[config.mk]
export PLATFORM = sky130hd
export DESIGN_NAME = score_display
export DESIGN_NICKNAME = d
export VERILOG_FILES = /design/src/rtl/score_display.sv
export SDC_FILE = /design/constraint.sdc
export NUM_CORES = 1
export LEC_CHECK = 0
export ABC_AREA = 1
export CORE_ASPECT_RATIO = 0.7
export CORE_UTILIZATION = 45
export CTS_CLUSTER_DIAMETER = 40
export DETAILED_ROUTE_END_ITERATION = 8
export PLACE_DENSITY = 0.78
export SYNTH_ARGS = -nofsm -noshare
export SYNTH_HDL_FRONTEND = slang
export SYNTH_SLANG_ARGS = --single-unit
[constraint.sdc]
create_clock -name clk -period 1.3 [get_ports clk]
set_input_delay 0.26 -clock clk [delete_from_list [all_inputs] [get_ports clk]]
set_output_delay 0.26 -clock clk [all_outputs]
set_load 0.01 [all_outputs]
[src/rtl/score_display.sv]
// score_display: four-digit BCD pellet score with a ghost-free multiplexed active-low seven-segment driver
module score_display #(
  parameter int REFRESH_BITS = 18,
  parameter int GUARD        = 256,
  parameter int BLANK_LZ     = 1
) (
  input  logic        clk,
  input  logic        rst_n,
  input  logic        pellet_stb,
  input  logic        clear,
  output logic [15:0] score_bcd,
  output logic        sat,
  output logic [3:0]  an,
  output logic [6:0]  seg,
  output logic        dp
);
  localparam int OW = REFRESH_BITS - 2;
  localparam logic [OW-1:0] GUARD_W = OW'(GUARD);
  logic [1:0]              rst_s;
  logic                    rst_i;
  logic [REFRESH_BITS-1:0] cnt;
  logic [1:0]              sel;
  logic [OW-1:0]           off;
  logic [15:0]             inc;
  logic                    cy;
  logic [3:0]              blank;
  logic [3:0]              digit;
  logic [3:0]              an_nxt;
  logic [6:0]              seg_nxt;
  function automatic logic [6:0] decode(input logic [3:0] v);
    case (v)
      4'd0:    decode = 7'b1000000;
      4'd1:    decode = 7'b1111001;
      4'd2:    decode = 7'b0100100;
      4'd3:    decode = 7'b0110000;
      4'd4:    decode = 7'b0011001;
      4'd5:    decode = 7'b0010010;
      4'd6:    decode = 7'b0000010;
      4'd7:    decode = 7'b1111000;
      4'd8:    decode = 7'b0000000;
      4'd9:    decode = 7'b0010000;
      default: decode = 7'h7F;
    endcase
  endfunction
  assign rst_i = rst_s[1];
  assign sel   = cnt[REFRESH_BITS-1:REFRESH_BITS-2];
  assign off   = cnt[REFRESH_BITS-3:0];
  assign sat   = score_bcd == 16'h9999;
  assign dp    = 1'b1;
  assign digit = score_bcd[{sel, 2'b00} +: 4];
  // reset takes effect immediately but is released only on a clock edge
  always_ff @(posedge clk or negedge rst_n)
    if (!rst_n) rst_s <= 2'b00;
    else rst_s <= {rst_s[0], 1'b1};
  // BCD increment with ripple carry through all four digits
  always_comb begin
    inc = score_bcd;
    cy  = 1'b1;
    for (int k = 0; k < 4; k++) begin
      inc[4*k +: 4] = cy ? (score_bcd[4*k +: 4] == 4'd9 ? 4'd0 : score_bcd[4*k +: 4] + 4'd1) : score_bcd[4*k +: 4];
      cy = cy & (score_bcd[4*k +: 4] == 4'd9);
    end
  end
  // score register: clear beats a strobe, saturated score holds
  always_ff @(posedge clk or negedge rst_i)
    if (!rst_i) score_bcd <= '0;
    else if (clear) score_bcd <= '0;
    else if (pellet_stb && !sat) score_bcd <= inc;
  // free-running scan counter, wraps naturally
  always_ff @(posedge clk or negedge rst_i)
    if (!rst_i) cnt <= '0;
    else cnt <= cnt + 1'b1;
  // a digit is a leading zero when it and every higher digit are zero
  always_comb begin
    blank[3] = BLANK_LZ != 0 && score_bcd[15:12] == 4'd0;
    blank[2] = blank[3] && score_bcd[11:8] == 4'd0;
    blank[1] = blank[2] && score_bcd[7:4] == 4'd0;
    blank[0] = 1'b0;
  end
  // all anodes off during the guard window at the start of each slot
  always_comb begin
    an_nxt  = off < GUARD_W ? 4'b1111 : ~(4'b0001 << sel);
    seg_nxt = (off < GUARD_W || blank[sel]) ? 7'h7F : decode(digit);
  end
  // anodes and segments registered together so they switch on the same edge
  always_ff @(posedge clk or negedge rst_i)
    if (!rst_i) begin
      an  <= 4'b1111;
      seg <= 7'h7F;
    end else begin
      an  <= an_nxt;
      seg <= seg_nxt;
    end
endmodule
==> impl_metrics.json <==
{
  "grt_pass1_wl_mm": 11.1,
  "setup_viol_count_final": 31,
  "finalCriticalPeriod_ns": 1.64,
  "synth_flop_cell": "dfrtp_1",
  "outcome": "complete, but fails checks",
  "peakVddDrop_v": 0.000399,
  "synth.ff_latch_count": 47,
  "p_comb_share_pct": 21.7,
  "hp-class": "primary input to asynchronous set/reset pin",
  "clockBufferDepth": 2,
  "slowest_delay_ns": 0.51,
  "max_clock_freq_mhz": 609,
  "synth_common_cells": "84 x nand2_1, 42 x nand3_1, 37 x inv_1, 36 x dfrtp_1, 31 x nor2_1",
  "p_leak_nw": 2.03,
  "drcViolationCount": 0,
  "wirelength_mm": 7.37,
  "hpwl_mm": 4.56,
  "synth_edf_count": 0,
  "swShare_pct": 30.0,
  "startpoint_type": "flip-flop",
  "syn2layout_area_growth_pct": 56.7,
  "setup-tns-final_ns": -6.09,
  "finalCritPeriodShare_pct": 126,
  "async_flop_share_pct": 100,
  "powerDensity_mw_per_mm2": 742,
  "cp_cell_sequence": "nand2_2 > inv_2 > nand2_2 > nand2_2 > nor2_4 > inv_2 > ha_2 > nand3b_1 > nand3_1 > nand3_1",
  "grt_antenna_before_repair": 0,
  "worst_ep_required_time_ns": 1.53,
  "gp_congestion": 0.858,
  "slowest_stage": "dfrtp_2",
  "port_buffers": 31,
  "clock-sinks": 47,
  "ys_warn_count": 0,
  "p_sw_mw": 0.943,
  "drive_gt1_share_pct": 53.4,
  "dr.first_iter.drc_count": 159,
  "cp_max_fo": 8,
  "yosysSeqAreaShare_pct": 44.0,
  "dr.pass1.iters": 4,
  "clkTransAtPathRegs_ns": 0.10,
  "via_per_inst": 5.03,
  "grt_max_degree": 46,
  "final.fill_count": 400,
  "dp.cells": 488,
  "critPathTopFamily": "simple AND/OR/NAND/NOR gates",
  "grt_util_met2_pct": 38.8,
  "grt_pass1_vias": 2451,
  "yosysMostFrequentCell": "nand2_1",
  "violations": "setup timing",
  "crit_top_cell": "nand2_2",
  "clockPowerShare_pct": 29.3,
  "antenna_left": 0,
  "internal_power_mw": 2.20,
  "cts_htree_levels": 2,
  "final_net_count": 460,
  "insertion_delay_ns": 0.32,
  "critPathBufInv": 2,
  "ys_top_cells_by_area": "dfrtp_1 33%, nand2_1 12%, dfstp_2 11%, ha_1 7.9%, nand3_1 7.8%",
  "avgSynthCellArea_sq_um": 8.27,
  "seqPwrFrac_pct": 49.0,
  "slew-limit-headroom_pct": 64.4,
  "reg2reg_slack_ns": -0.34,
  "cts_buffers": 5,
  "fp.dieW_um": 94.6,
  "use_met3_pct": 4.11,
  "antenna_cells": 0,
  "avgRoutedWirePerCell_um": 14.3,
  "fp-row-count": 23,
  "crit_path_end_kind": "flip-flop",
  "grt_usage_pct": 23.1,
  "grt.busiest_layer": "met2",
  "floorplan.initialDensity_pct": 47.0,
  "dieArea_sq_mm": 0.00633,
  "gr-usage-met1_pct": 30.3,
  "synth_top_area_share_pct": 33.3,
  "yosys.area.top_type": "dfrtp_1",
  "finalHoldViolations": 0,
  "cp.arrival_ns": 1.87,
  "cts_root_buffer": "clkbuf_8",
  "cts_tree": "yes",
  "die_h_um": 66.9,
  "crit_type": "flip-flop to flip-flop",
  "cts_hold_buf": 0,
  "synth_cells": 327,
  "cap_violations": 0,
  "io_pins": 33,
  "rsz0062_at_grt": "yes",
  "core_area_sq_mm": 0.00576,
  "worst-slew-pin-transition_ns": 0.533,
  "fin_ws_ns": -0.342,
  "vias": 2591,
  "synthesis.area_sq_mm": 0.00270,
  "fin_skew_ns": 0.0135,
  "overflow": 0,
  "slew_violations": 0,
  "instances_no_fill": 515,
  "synth.distinct_cells": 30
}
area by class of cell:
| class | count | area [sq um] | area share (%) |
|---|---|---|---|
| clock buffers | 5 | 68.8 | 1.62 |
| clock inverters | 3 | 18.8 | 0.443 |
| inverters | 41 | 161 | 3.81 |
| multi-input cells | 235 | 1800 | 42.4 |
| flip-flops and latches | 47 | 1200 | 28.4 |
| well taps | 75 | 93.8 | 2.22 |
| repair buffers | 109 | 895 | 21.1 |
kinds of logic after synthesis:
| logic type | Yosys count | synth area share [%] |
|---|---|---|
| AOI/OAI and AO/OA | 15 | 3.61 |
| adders and majority gates | 17 | 7.87 |
| buffers and inverters | 47 | 7.68 |
| xor gates and xnor gates | 23 | 7.45 |
| and+or+nand+nor | 177 | 29.2 |
| DFF | 47 | 44.0 |
| other | 1 | 0.139 |
final timing paths:
| path | start | to | depth (start not counted) |
|---|---|---|---|
| worst max register to register | cnt[16] | seg[0] | 10 |
| worst max-delay path | cnt[16] | seg[0] | 10 |
| worst min register to register | rst_s[1] | cnt[4] | 1 |
| min in group clk | rst_s[0] | rst_s[1] | 0 |
| worst min-delay path | rst_n | rst_s[0] | 1 |
| max in group asynchronous | rst_s[1] | an[0] | 1 |
layout by cell type (no fill, tap or decap), types with 2 or more instances in the layout:
cell	Yosys	routed
buf_2	1	21
inv_2	4	12
o21ai_2	1	7
ha_4	0	8
nand2_2	4	17
clkdlybuf4s50_1	0	3
nor2_1	31	18
nand3_2	3	13
nor2_2	1	5
o21ai_1	4	3
conb_1	1	2
inv_4	0	3
nor3_1	3	2
nand2_8	0	2
dfrtp_1	36	25
buf_4	2	55
ha_1	17	7
inv_1	37	26
o21ai_0	8	3
buf_6	3	29
xnor2_1	5	4
nand3_4	0	6
dfstp_2	11	11
nor3_4	0	2
nand4_1	3	3
clkinv_2	0	2
nand2_4	0	6
xor2_1	18	17
nand2_1	84	64
clkbuf_8	0	5
ha_2	0	2
dfrtp_2	0	11
nand3_1	42	26
nor2_4	1	10
layer usage:
metal | wire, um | vias to the layer above
met5 | 0 | -
met3 | 296 | 5
met1 | 3260 | 1283
li1 | - | 1249
met4 | 49 | 0
met2 | 3760 | 54
state kept, by name (all words and copies together), names as in the netlist:
name / cells
rst_s: 2
cnt: 18
seg: 7
score_bcd: 16
an: 4
power by group through the flow:
stage | registers (mW) | clock network (mW) | logic [mW]
after floorplan | 1.62 | 0 | 0.233
after global placement | 1.56 | 0 | 0.534
after detailed placement | 1.56 | 0 | 0.548
after CTS | 1.54 | 0.919 | 0.615
after global routing | 1.55 | 1.00 | 0.759
final | 1.54 | 0.922 | 0.683
what timing repair did:
item / CTS / global route
cloned: 1 / 0
buffers inserted: 15 / 7
pin swaps: 35 / 25
endpoints found under the setup margin: 59 / 45
resized for setup: 191 / 50
metrics by stage:
stage	utilization, %	setup WS (ns)	instance area, sq um	hold slack, ns	power (mW)
after floorplan	-	-0.160	2800	-0.0356	1.85
after global placement	62.7	-0.394	3610	0.244	2.09
after detailed placement	62.7	-0.434	3610	0.251	2.11
after CTS	69.9	-0.311	4020	0.107	3.07
after global routing	73.6	-0.420	4240	0.0991	3.31
final	73.6	-0.342	4240	0.105	3.14
No activity file was read; power rests on OpenSTA's default activity.
